--- src/rtl/uart_mmio_tx.sv ---
// Memory-mapped UART transmitter: CPU stores feed a byte FIFO that an 8N1 serialiser drains.
// A status register reports FIFO occupancy, sticky overflow and transmitter activity.
module uart_mmio_tx #(
    parameter int unsigned CLKS_PER_BIT = 868,
    parameter int unsigned FIFO_DEPTH   = 16,
    parameter logic [15:0] TX_ADDR      = 16'hFFF0,
    parameter logic [15:0] STATUS_ADDR  = 16'hFFF1
) (
    input  logic        clk,
    input  logic        rst_n,
    input  logic        mem_write_en,
    input  logic [15:0] mem_write_addr,
    input  logic [15:0] mem_write_data,
    input  logic        mem_read_en,
    input  logic [15:0] mem_read1_addr,
    output logic [15:0] status_data,
    output logic        status_hit,
    output logic        tx,
    output logic        busy,
    output logic        overflow
);

    localparam int          AW        = (FIFO_DEPTH > 1) ? $clog2(FIFO_DEPTH) : 1;
    localparam logic [4:0]  DEPTH_C   = 5'(FIFO_DEPTH);
    localparam logic [15:0] BAUD_LAST = 16'(CLKS_PER_BIT - 1);

    typedef enum logic [1:0] {
        IDLE  = 2'd0,
        START = 2'd1,
        DATA  = 2'd2,
        STOP  = 2'd3
    } state_t;

    state_t        state_q, state_d;
    logic [15:0]   baud_q, baud_d;
    logic [2:0]    bit_q, bit_d;
    logic [7:0]    shift_q, shift_d;
    logic          tx_q, tx_d;

    logic [7:0]    fifo_mem [FIFO_DEPTH];
    logic [7:0]    head_q;
    logic [AW-1:0] wr_ptr_q, rd_ptr_q;
    logic [4:0]    count_q, count_d;
    logic          overflow_q, overflow_d;
    logic [15:0]   status_data_q;
    logic          status_hit_q;

    logic          push_req, push_ok, pop, clr_req, stat_rd;
    logic          fifo_empty, fifo_full, bit_done, busy_w;
    logic [15:0]   status_word;

    // The upper store byte has no meaning for this peripheral.
    logic unused_hi;
    assign unused_hi = ^mem_write_data[15:8];

    assign push_req   = mem_write_en && (mem_write_addr == TX_ADDR);
    assign clr_req    = mem_write_en && (mem_write_addr == STATUS_ADDR) && mem_write_data[2];
    assign stat_rd    = mem_read_en && (mem_read1_addr == STATUS_ADDR);
    assign fifo_empty = (count_q == 5'd0);
    assign fifo_full  = (count_q == DEPTH_C);
    assign pop        = (state_q == IDLE) && !fifo_empty;
    // A full FIFO still accepts a byte when the head leaves on the same edge.
    assign push_ok    = push_req && (!fifo_full || pop);
    assign bit_done   = (baud_q == BAUD_LAST);
    assign busy_w     = (state_q != IDLE);

    always_comb begin
        status_word       = 16'h0000;
        status_word[0]    = fifo_empty;
        status_word[1]    = fifo_full;
        status_word[2]    = overflow_q;
        status_word[3]    = busy_w;
        status_word[12:8] = count_q;
    end

    always_comb begin
        count_d = count_q;
        case ({push_ok, pop})
            2'b10:   count_d = count_q + 5'd1;
            2'b01:   count_d = count_q - 5'd1;
            default: count_d = count_q;
        endcase
    end

    always_comb begin
        overflow_d = overflow_q;
        if (push_req && !push_ok) begin
            overflow_d = 1'b1;
        end else if (clr_req) begin
            overflow_d = 1'b0;
        end
    end

    // Storage and its registered read; the head byte is captured on the pop edge.
    always_ff @(posedge clk) begin
        if (push_ok) begin
            fifo_mem[wr_ptr_q] <= mem_write_data[7:0];
        end
        if (pop) begin
            head_q <= fifo_mem[rd_ptr_q];
        end
    end

    // tx_d is derived from the next state so the line changes exactly at boundaries.
    always_comb begin
        state_d = state_q;
        baud_d  = baud_q + 16'd1;
        bit_d   = bit_q;
        shift_d = shift_q;
        tx_d    = tx_q;
        case (state_q)
            IDLE: begin
                baud_d = 16'd0;
                tx_d   = 1'b1;
                if (pop) begin
                    state_d = START;
                    tx_d    = 1'b0;
                end
            end
            START: begin
                if (bit_done) begin
                    state_d = DATA;
                    baud_d  = 16'd0;
                    bit_d   = 3'd0;
                    shift_d = head_q;
                    tx_d    = head_q[0];
                end
            end
            DATA: begin
                if (bit_done) begin
                    baud_d = 16'd0;
                    if (bit_q == 3'd7) begin
                        state_d = STOP;
                        tx_d    = 1'b1;
                    end else begin
                        bit_d   = bit_q + 3'd1;
                        shift_d = {1'b0, shift_q[7:1]};
                        tx_d    = shift_q[1];
                    end
                end
            end
            STOP: begin
                if (bit_done) begin
                    state_d = IDLE;
                    baud_d  = 16'd0;
                    tx_d    = 1'b1;
                end
            end
            default: begin
                state_d = IDLE;
                baud_d  = 16'd0;
                tx_d    = 1'b1;
            end
        endcase
    end

    always_ff @(posedge clk) begin
        if (!rst_n) begin
            state_q       <= IDLE;
            baud_q        <= 16'd0;
            bit_q         <= 3'd0;
            shift_q       <= 8'h00;
            tx_q          <= 1'b1;
            wr_ptr_q      <= '0;
            rd_ptr_q      <= '0;
            count_q       <= 5'd0;
            overflow_q    <= 1'b0;
            status_data_q <= 16'h0000;
            status_hit_q  <= 1'b0;
        end else begin
            state_q    <= state_d;
            baud_q     <= baud_d;
            bit_q      <= bit_d;
            shift_q    <= shift_d;
            tx_q       <= tx_d;
            count_q    <= count_d;
            overflow_q <= overflow_d;
            if (push_ok) begin
                wr_ptr_q <= wr_ptr_q + AW'(1);
            end
            if (pop) begin
                rd_ptr_q <= rd_ptr_q + AW'(1);
            end
            status_hit_q <= stat_rd;
            if (stat_rd) begin
                status_data_q <= status_word;
            end
        end
    end

    assign status_data = status_data_q;
    assign status_hit  = status_hit_q;
    assign tx          = tx_q;
    assign busy        = busy_w;
    assign overflow    = overflow_q;

endmodule

--- config.mk ---
export PLATFORM = sky130hd
export DESIGN_NAME = uart_mmio_tx
export DESIGN_NICKNAME = d
export VERILOG_FILES = /design/src/rtl/uart_mmio_tx.sv
export SDC_FILE = /design/constraint.sdc
export NUM_CORES = 1
export LEC_CHECK = 0
export BUFFER_PORTS_ARGS = -buffer_cell sky130_fd_sc_hd__buf_2
export CAP_MARGIN = 5
export CELL_PAD_IN_SITES_DETAIL_PLACEMENT = 0
export CELL_PAD_IN_SITES_GLOBAL_PLACEMENT = 2
export CORE_MARGIN = 2
export CORE_UTILIZATION = 47
export CTS_CLUSTER_DIAMETER = 50
export DETAILED_ROUTE_END_ITERATION = 6
export PLACE_DENSITY = 0.92
export SETUP_SLACK_MARGIN = 0.4
export SLEW_MARGIN = 15
export SYNTH_ARGS = -nofsm -noshare
export SYNTH_HDL_FRONTEND = slang
export SYNTH_SLANG_ARGS = --single-unit
--- constraint.sdc ---
create_clock -name clk -period 7.9 [get_ports clk]
set_clock_uncertainty 0.2 [all_clocks]
set_input_delay 0.79 -clock clk [delete_from_list [all_inputs] [get_ports clk]]
set_output_delay 0.79 -clock clk [all_outputs]
set_load 0.05 [all_outputs]
==> run metrics, run 1 <==
status=finished, final reports clean; IO Port Bufs=56; total global routing overflow=0; DP Worst Slack=4.107 ns; final setup fails=0; Tcrit/Tclk final=0.4265; CP endpoint=fifo_mem[8][2]; initial antenna violation count=0; Reg2Reg Setup Slack=4.69 ns; Crit. Startpoint=mem_write_addr[1]; Cells after DPL=755; first-pass GRT wire length=22510 um; total leakage power=3.141 nW; Cell Area, Synth=7876 um2; sequential-to-total area share from yosys stat=0.6532; WP data arrival=3.23 ns; RSZ-0062 raised after global routing=no; slowest CP cell=and2_1; design area=8901 um2; hpwl dp=9200 um; crit path max fanout=18; Inserted Diodes=0; largest stage delay on the critical path=between 0.6 and 0.7 ns; hold depth=1; all-layer global routing usage=0.1688; final core occ=0.5406; Final min period=about 3.4 ns; Reg2Reg Capture Point=fifo_mem[8][2]; DR vias=4184; GP Congestion=around 0.75; Fmax=296.8 MHz; Final WS setup=4.530 ns; Worst Tran Pin Value=just under 1 ns; core box area=16470 um2; VDD IR max=163.4 uV; Max-Slew Margin vs Limit=0.3454; vias per cell=5.316; Mean Syn Cell Area=roughly 16 um2; FF+latch count, synth=189; fraction of registers with async set/reset=0; Final Non-Filler Cells=787; Cells after Synth=~500; clock tree buffer depth=2; via count of the first global-routing pass=4213; Remaining DRCs=0; initial detailed-routing violation count=around 260; fraction of layout cells with a size suffix above 1=0.2416; PwrDens=~280 nW/um2; WP data required=7.76 ns; most common cell after layout, fill and taps aside=edfxtp_1; I/O pin cnt=72; worst skew pair latency=0.43 ns; post-route ant nets=0; Clock transition at path regs=0.07 ns; largest net degree at the start of global routing=44; reg2reg start=state_q[0]; postcts setup bufs=0; HP Class=reg -> reg; Starting Density=0.4783; CTS Hold Bufs=0; Post-Route Setup TNS=0 ns; final hold slack=0.2647 ns; critical path cell sequence=buf_2 -> or4b_4 -> nor4_4 -> and2_1 -> and3_1; Site Rows=between 40 and 50; CP startpoint kind=input pin; Post-synth EDFFs=136; Die Span Y=133.5 um; Crit Path Category=in -> reg; PostCTS Resize Cnt=0; wirelength, routed=about 14000 um; Root Driver=clkbuf_16; Pre-antenna DRT Iters=4; commonest non-fill, non-tap cells in the layout=edfxtp_1 (136), buf_2 (56), dfxtp_1 (52), mux4_2 (40), nand2_1 (26); r2r worst-path depth=6; Final Hold Fails=0; Die ar.=17810 um2; total CTS buffers=17; Syn. warnings=0; Max-cap violations=0; Routed wire per std cell=17.57 um; total power=2.480 mW; DP Area=8332 um2; top_reg_cell synth=edfxtp_1; CTS HTree Levels=4; CP Capture Type=register; area delta synth->final=13.01%; die width=133.5 um; Slew Viols, Final=0; Synth cell types=49; Sink Count=189; nets=just over 600; CTS tree=built
state kept, by name (all words and copies together), names as in the netlist, 2 cells and up:
register	count
bit_q	3
rd_ptr_q	4
shift_q	7
state_q	2
status_data	9
baud_q	16
fifo_mem	128
head_q	8
wr_ptr_q	4
count_q	5
cell families after synthesis:
family / share of synthesized area
xor+xnor: 0.02446
fa+ha+maj: 0.02796
mux: 0.1411
simple gates: 0.09531
other cells: 0.0004761
buf+inv: 0.02287
flops: 0.6532
compound gates: 0.03463
worst max-delay path: cells and delay by family:
| kind | cells | cell delay [ns] |
|---|---|---|
| buffers and inverters | 1 | 0.09 |
| and+or+nand+nor | 4 | 2.34 |
Yosys cell counts (all sizes together), types with 2 or more instances:
master	n	area share
a21boi	4	0.0038
a21o	2	0.0019
a21oi	8	0.0070
and2	13	0.010
and3	18	0.014
buf	14	0.012
clkbuf	13	0.0062
dfxtp	53	0.13
edfxtp	136	0.52
ha	16	0.025
inv	9	0.0043
mux2i	21	0.027
mux4	40	0.11
nand2	26	0.012
nand2b	2	0.0016
nand3	13	0.0083
nand4	7	0.0056
nor2	25	0.012
nor2b	15	0.012
nor3	4	0.0025
nor4	6	0.0067
nor4b	2	0.0022
o211a	7	0.0089
o21ai	4	0.0040
or3	2	0.0016
or4	2	0.0019
xnor2	14	0.016
xor2	8	0.0089
routing by layer:
metal  global-route usage  vias up  wire [um]
met1               0.2173     2095       5896
met4              0.06324        0        174
met3              0.04148       12        623
met5                    0        -          0
met2               0.2798       74       7130
li1                     -     2003          -
power breakdown:
group / total (mW) / leakage, nW / switching [mW] / internal (mW)
clock network: 0.810 / 0.274 / 0.391 / 0.419
registers: 1.15 / 1.66 / 0.0311 / 1.12
logic: 0.522 / 1.21 / 0.282 / 0.240
total: 2.48 / 3.14 / 0.704 / 1.78
final cells by class:
cell class / instances / area, um2
clock inverter: 15 / 143.9
clock buffer: 17 / 425.4
multi-input combinational: 278 / 2574
inverter: 9 / 33.78
tap: 220 / 275.3
fill: 1291 / 7565
sequential: 189 / 5146
timing repair buffer: 59 / 302.8
worst min-delay path by stage:
stage / startpoint / endpoint
global placement: baud_q[0] / baud_q[0]
global route: baud_q[0] / baud_q[0]
CTS: baud_q[0] / baud_q[0]
detailed placement: baud_q[0] / baud_q[0]
finish: baud_q[0] / baud_q[0]
floorplan: baud_q[0] / baud_q[0]
No activity file was read; power rests on OpenSTA's default activity.
==> run 2, diff against run 1 <==
--- a/config.mk
+++ b/config.mk
@@ -5,15 +5,16 @@
 export SDC_FILE = /design/constraint.sdc
 export NUM_CORES = 1
 export LEC_CHECK = 0
+export ABC_AREA = 1
 export BUFFER_PORTS_ARGS = -buffer_cell sky130_fd_sc_hd__buf_2
 export CAP_MARGIN = 5
 export CELL_PAD_IN_SITES_DETAIL_PLACEMENT = 0
 export CELL_PAD_IN_SITES_GLOBAL_PLACEMENT = 2
 export CORE_MARGIN = 2
-export CORE_UTILIZATION = 47
+export CORE_UTILIZATION = 35
 export CTS_CLUSTER_DIAMETER = 50
 export DETAILED_ROUTE_END_ITERATION = 6
-export PLACE_DENSITY = 0.92
+export PLACE_DENSITY = 0.83
 export SETUP_SLACK_MARGIN = 0.4
 export SLEW_MARGIN = 15
 export SYNTH_ARGS = -nofsm -noshare
==> constraint.sdc (replaced) <==
create_clock -name clk -period 2.8 [get_ports clk]
set_clock_uncertainty 0.2 [all_clocks]
set_input_delay 0.28 -clock clk [delete_from_list [all_inputs] [get_ports clk]]
set_output_delay 0.28 -clock clk [all_outputs]
set_load 0.05 [all_outputs]
==> run 2 against run 1 <==
  * Via count increased by 34%
  * Global-route usage is 2.0 points lower
  * First-iteration DRC count increased by 38%
  * Synthesized area up 3.3%
  * Largest cell class unchanged
  * Non-clock buffer count up 26
  * Count of clock-buffer cells in the layout unchanged
  * Utilization down 12 points
  * Register-to-register slack worse by 4.1 ns
==> run metrics, run 2 <==
status=finished, final reports clean; Die ar.=24490 um2 (+38%); most common cell after layout, fill and taps aside=nor2_1; total power=7.679 mW (+210%); I/O pin cnt=72 (unchanged); Reg2Reg Capture Point=bit_q[2]; Inserted Diodes=0 (unchanged); initial detailed-routing violation count=365 (+38%); CTS HTree Levels=4 (unchanged); post-route ant nets=0 (unchanged); HP Class=in -> reg; Final WS setup=0.5724 ns (-3.958 ns); most frequent cells after synthesis=nor2_1 (167), edfxtp_1 (136), o21ai_0 (96), nand2_1 (87), dfxtp_1 (53); Reg2Reg Setup Slack=0.57 ns (-4.12 ns); wirelength, routed=17240 um (+25%); GP Congestion=0.7778 (+3.7%); Final min period=2.228 ns; initial antenna violation count=0 (unchanged); Routed wire per std cell=14.80 um (-16%); Syn. warnings=0 (unchanged); CTS tree=built; sequential-to-total area share from yosys stat=0.6321 (-0.02109); Post-synth EDFFs=136 (unchanged); Crit. Startpoint=state_q[0]; WP data required=2.93 ns (-4.83 ns); largest net degree at the start of global routing=68 (+55%); via count of the first global-routing pass=5480 (+30%); fraction of registers with async set/reset=0 (unchanged); DR vias=5624 (+34%); Cell Area, Synth=8139 um2 (+3.3%); Clk network pwr share=0.297 (-0.030); Post-Route Setup TNS=0 ns (unchanged); r2r worst-path depth=9 (+3); Final Hold Fails=0 (unchanged); Max-cap violations=0 (unchanged); nets=937 (+50%); Max-Slew Margin vs Limit=0.5847 (+0.2393); Root Driver=clkbuf_16; core box area=22710 um2 (+38%); cell taking the most area after synthesis=edfxtp_1; commonest non-fill, non-tap cells in the layout=nor2_1 (165), edfxtp_1 (136), o21ai_0 (96), nand2_1 (86), buf_2 (56); top_reg_cell synth=edfxtp_1; Fmax=448.9 MHz; Clock transition at path regs=0.07 ns (about the same); Synth cell types=37 (-24%); Starting Density=0.3584 (-0.1199); Remaining DRCs=0 (unchanged); CP Capture Type=register; Die Span Y=156.5 um (+17%); first-pass GRT wire length=28100 um (+25%); PwrDens=811.3 nW/um2 (+190%); Reg with most FFs=fifo_mem; final core occ=0.4167 (-0.1238); Pre-antenna DRT Iters=5 (+1); CP endpoint=bit_q[2]; Sink Count=189 (unchanged); switching share of total power=0.3393 (+0.05520); area delta synth->final=16.28%; final hold slack=0.02325 ns (-0.2415 ns); fraction of layout cells with a size suffix above 1=0.1716 (-0.07003); worst skew pair latency=0.44 ns (about the same); Int Pwr=5.074 mW (+190%); vias per cell=4.827 (-9.2%); RSZ-0062 raised after global routing=no; Worst Tran Pin Value=0.6230 ns (-0.3553 ns); total leakage power=3.430 nW (+9.2%); CP startpoint kind=register; total CTS buffers=17 (unchanged); cell with the most instances after synthesis=nor2_1; top post-synthesis cells by area=edfxtp_1 (50%), dfxtp_1 (13%), nor2_1 (7.7%); FF+latch count, synth=189 (unchanged); Site Rows=55 (+17%); Slew Viols, Final=0 (unchanged); Crit Path Category=reg -> reg; crit path max fanout=15 (-3); hpwl dp=11030 um (+20%); Synth top area share=0.5018 (-0.01674); clock tree buffer depth=2 (unchanged); die width=156.5 um (+17%); max FFs per register=128 (unchanged); Psw=2.605 mW (+270%); Tcrit/Tclk final=0.7956; Mean Syn Cell Area=10.21 um2 (-36%); Combinational Power Share=0.275 (+0.064); all-layer global routing usage=0.1490 (-0.01983); final setup fails=0 (unchanged); reg2reg start=state_q[0]; WP data arrival=2.36 ns (-0.87 ns); DP Worst Slack=0.4146 ns (-3.693 ns); Flop pwr share=0.428 (-0.035); total global routing overflow=0 (unchanged); Cells after Synth=797 (+60%); VDD IR max=524.9 uV (+220%); IO Port Bufs=56 (unchanged)
[run 2: cell count changes in the layout (fill, tap and decap cells not counted), sizes merged, moves of 21 or more]
cell | before | now
a21oi | 8 | 31
mux4 | 40 | 0
inv | 18 | 57
nand2 | 26 | 89
o211ai | 0 | 32
nor2 | 25 | 172
mux2i | 21 | 0
buf | 59 | 83
o21ai | 4 | 100
nand3 | 13 | 37
[run 2: power by group through the flow]
stage | Sequential (mW) | Clock [mW] | Combinational (mW)
4_1_cts | 3.26 | 2.33 | 2.06
6_report | 3.29 | 2.28 | 2.11
2_1_floorplan | 3.32 | 0 | 1.49
5_1_grt | 3.30 | 2.43 | 2.44
3_3_place_gp | 3.32 | 0 | 2.05
3_5_place_dp | 3.32 | 0 | 2.05
[run 2: layout make-up]
cell class	count	area (um2)
Timing Repair Buffer	85	528.0
Inverter	52	195.2
Fill cell	2207	13250
Clock buffer	17	425.4
Tap cell	285	356.6
Sequential cell	189	5155
Multi-Input combinational cell	523	2676
Clock inverter	14	127.6
[run 2: kinds of logic after synthesis]
kind of cell / share of synthesized area
buf+inv: 0.04950
compound gates: 0.1167
xor+xnor: 0.004305
flops: 0.6321
other cells: 0.0004607
fa+ha+maj: 0.02706
simple gates: 0.1699
[run 2: critical path: stages, from the launching register on]
cell and delay [ns]:
dfxtp_2 0.34, inv_2 0.10, ha_1 0.38, inv_2 0.21
or2_1 0.29, o21ai_2 0.09, nand3_4 0.19, inv_2 0.17
nand2_1 0.07, o211a_1 0.10
[run 2: how the worst min path moves through the flow]
stage,from,end,cells past startpoint
floorplan,mem_write_data[0],fifo_mem[0][0],0
global placement,baud_q[0],baud_q[0],1
detailed placement,shift_q[1],shift_q[1],2
CTS,mem_write_data[7],fifo_mem[15][7],1
global route,mem_write_data[0],fifo_mem[5][0],1
finish,mem_write_data[7],fifo_mem[15][7],1
[run 2: per-stage QoR]
step           instances  instance area [um2]
2_1_floorplan        803                 8162
5_1_grt             1165                 9464
3_3_place_gp        1131                 8813
3_5_place_dp        1131                 8813
4_1_cts             1164                 9387
6_report            1165                 9464
[run 2: what timing repair did]
action,in CTS,in global routing
resized for setup,0,20
hold buffers,2,0
buffers inserted,0,1
endpoints found under the setup margin,0,134
endpoints found under the hold margin,6,0
[run 2: per-layer routing]
layer  global-route usage  part of all wire  vias to the layer above
met4              0.06553             0.017                        0
li1                     -                 -                     2894
met5                    0                 0                        -
met3              0.02465             0.027                       18
met1               0.1936              0.48                     2632
met2               0.2459              0.48                       80
==> run 3, diff against run 2 <==
--- a/config.mk
+++ b/config.mk
@@ -5,16 +5,16 @@
 export SDC_FILE = /design/constraint.sdc
 export NUM_CORES = 1
 export LEC_CHECK = 0
-export ABC_AREA = 1
+export ABC_AREA = 0
 export BUFFER_PORTS_ARGS = -buffer_cell sky130_fd_sc_hd__buf_2
 export CAP_MARGIN = 5
 export CELL_PAD_IN_SITES_DETAIL_PLACEMENT = 0
 export CELL_PAD_IN_SITES_GLOBAL_PLACEMENT = 2
 export CORE_MARGIN = 2
-export CORE_UTILIZATION = 35
+export CORE_UTILIZATION = 43
 export CTS_CLUSTER_DIAMETER = 50
 export DETAILED_ROUTE_END_ITERATION = 6
-export PLACE_DENSITY = 0.83
+export PLACE_DENSITY = 0.86
 export SETUP_SLACK_MARGIN = 0.4
 export SLEW_MARGIN = 15
 export SYNTH_ARGS = -nofsm -noshare
==> constraint.sdc (replaced) <==
create_clock -name clk -period 2.2 [get_ports clk]
set_clock_uncertainty 0.2 [all_clocks]
set_input_delay 0.22 -clock clk [delete_from_list [all_inputs] [get_ports clk]]
set_output_delay 0.22 -clock clk [all_outputs]
set_load 0.05 [all_outputs]
==> run 3 against run 2 <==
  * The flow now finishes with violations (setup timing)
  * Clock power grew 32%
  * Power grew 34%
  * Critical path depth is the same
  * Global-route usage increased by 2.4 points
  * Critical path type unchanged
  * Critical endpoint is now count_q[4]
  * Largest cell class unchanged
  * Highest routed layer unchanged
==> run metrics, run 3 (synthesis results as in run 1) <==
WP data required=2.36 ns (-0.57 ns); max FFs per register=128 (unchanged); total global routing overflow=0 (unchanged); Reg with most FFs=fifo_mem; Max-Slew Margin vs Limit=0.6084 (+0.02374); Fmax=400.9 MHz (-11%); Die ar.=19420 um2 (-21%); Max-cap violations=0 (unchanged); violated checks=setup timing; Final WS setup=-0.2945 ns (-0.8669 ns); WL met1=6867 um (-17%); crit path max fanout=4 (-11); hold depth=1 (unchanged); Slew Viols, Final=0 (unchanged); final hold slack=0.01742 ns (-0.005829 ns); Starting Density=0.4385 (+0.08006); final setup fails=21 (+21); CP Capture Type=register; RSZ-0062 raised after global routing=yes; Inserted Diodes=0 (unchanged); DR vias=4676 (-17%); Tcrit/Tclk final=1.134 (+0.3383); CTS HTree Levels=4 (unchanged); initial antenna violation count=0 (unchanged); Reg2Reg Capture Point=count_q[4]; largest stage delay on the critical path=0.55 ns (+0.17 ns); post-route ant nets=0 (unchanged); status=complete, but fails checks; most common cell after layout, fill and taps aside=edfxtp_1; Die Span Y=139.3 um (-11%); clock tree buffer depth=2 (unchanged); Levels on crit path=9 (unchanged); top routing layer in use=met4; vias per cell=5.320 (+10%); Remaining DRCs=0 (unchanged); CP endpoint=count_q[4]; Reg2Reg Setup Slack=-0.29 ns (-0.87 ns); largest net degree at the start of global routing=36 (-47%); PwrDens=994.2 nW/um2 (+23%); hpwl dp=10780 um (-2.3%); slowest CP cell=or4_4; Sink Count=189 (unchanged); worst skew pair latency=0.43 ns (about the same); met2 WL=8641 um (+5.1%); WP data arrival=2.65 ns (+0.29 ns); Crit. Startpoint=count_q[3]; wirelength, routed=16720 um (-3.0%); r2r worst-path depth=9 (unchanged); Buf/Inv on CP=0 (-3); Met3 Wirelength=1001 um (+120%); GP Congestion=0.8079 (+3.9%); Pre-antenna DRT Iters=4 (-1); fraction of layout cells with a size suffix above 1=0.4492 (+0.2776); final core occ=0.5750 (+0.1582); fillers=1361 (-38%); Largest delay share family, worst path=compound AO/OA/AOI/OAI gates; core box area=17960 um2 (-21%); commonest non-fill, non-tap cells in the layout=edfxtp_1 (136), buf_2 (55), dfxtp_1 (44), mux4_2 (40), buf_6 (33); total CTS buffers=17 (unchanged); Clock transition at path regs=0.07 ns (about the same); CP startpoint kind=register; Final Hold Fails=0 (unchanged); Crit Path Category=reg -> reg; reg2reg start=count_q[3]; total leakage power=3.671 nW (+7.0%); nets=707 (-25%); via count of the first global-routing pass=4815 (-12%); Root Driver=clkbuf_16; all-layer global routing usage=0.1729 (+0.02394); VDD IR max=758.2 uV (+44%); Worst Tran Pin Value=0.5866 ns (-0.03642 ns); initial detailed-routing violation count=393 (+7.7%); Final min period=2.495 ns (+0.2669 ns); critical path cell sequence=or4_4 -> o21ai_4 -> a21oi_4 -> fa_2 -> a21o_1 -> a21oi_2 -> nor2_1 -> a22oi_2 -> mux2i_1; I/O pin cnt=72 (unchanged); HP Class=in -> reg; die width=139.3 um (-11%); IO Port Bufs=56 (unchanged); CTS tree=built; Site Rows=49 (-11%); first-pass GRT wire length=25860 um (-8.0%); area delta synth->final=31.14%; Routed wire per std cell=19.02 um (+29%)
## run 3: cell count changes in the layout (fill, tap and decap cells not counted), moves of 13 or more
cell	change
mux2i_1	+19
nand2_1	-64
mux4_2	+40
nor2_1	-155
o21ai_0	-93
nand3_1	-27
a21oi_1	-29
buf_6	+33
o211ai_1	-32
and3_4	+14
inv_1	-38
nor2b_1	+13
## run 3: per-layer routing
layer  GRT usage  vias up
li1            -     2175
met1      0.2278     2369
met2      0.2887      109
met3     0.03992       23
met4     0.05051        0
met5           0        -
## run 3: metrics by stage
step / setup slack [ns] / setup TNS [ns] / power (mW) / instance area [um2] / std cells
after floorplan: -0.3507 / -26.80 / 5.824 / 8064 / 503
after global placement: -0.4592 / -56.17 / 6.595 / 8766 / 798
after detailed placement: -0.4868 / -57.92 / 6.652 / 8766 / 798
after CTS: -0.2719 / -3.234 / 10.10 / 9943 / 866
after global routing: -0.3770 / -8.749 / 10.68 / 10330 / 879
final: -0.2945 / -3.637 / 10.27 / 10330 / 879
## run 3: power breakdown
group          switching [mW]  internal, mW
combinational            1.45          1.69
clock                    1.32          1.68
sequential              0.115          4.02
## run 3: area by class of cell
cell class              instances  area [um2]  area share
flip-flops and latches        189        5156      0.4992
multi-input cells             280        3087      0.2988
repair buffers                141        1182      0.1145
clock buffers                  18       429.2     0.04155
well taps                     229       286.5     0.02774
clock inverters                13       138.9     0.01345
inverters                       9       48.80    0.004724
## run 3: worst register-to-register path, delay by kind of cell (launching register included)
kind / cells / cell delay (ns)
and+or+nand+nor: 2 / 0.61
adders and majority gates: 1 / 0.36
DFF: 1 / 0.32
muxes: 1 / 0.19
AOI/OAI and AO/OA: 5 / 0.75
## run 3: how the worst min path moves through the flow
stage	end	from	slack [ns]
global route	fifo_mem[12][2]	mem_write_data[2]	0.02
detailed placement	baud_q[0]	baud_q[0]	0.25
CTS	status_hit	mem_read1_addr[6]	0.0006
global placement	baud_q[0]	baud_q[0]	0.24
finish	fifo_mem[13][2]	mem_write_data[2]	0.02
floorplan	fifo_mem[0][0]	mem_write_data[0]	0.12
## run 3: timing repair
action / in CTS / in global routing
setup buffers: 21 / 11
hold endpoints to repair: 106 / 0
cloned: 2 / 2
endpoints found under the setup margin: 172 / 196
pin swaps: 21 / 34
gates resized for setup: 74 / 70
hold buffers: 14 / 0
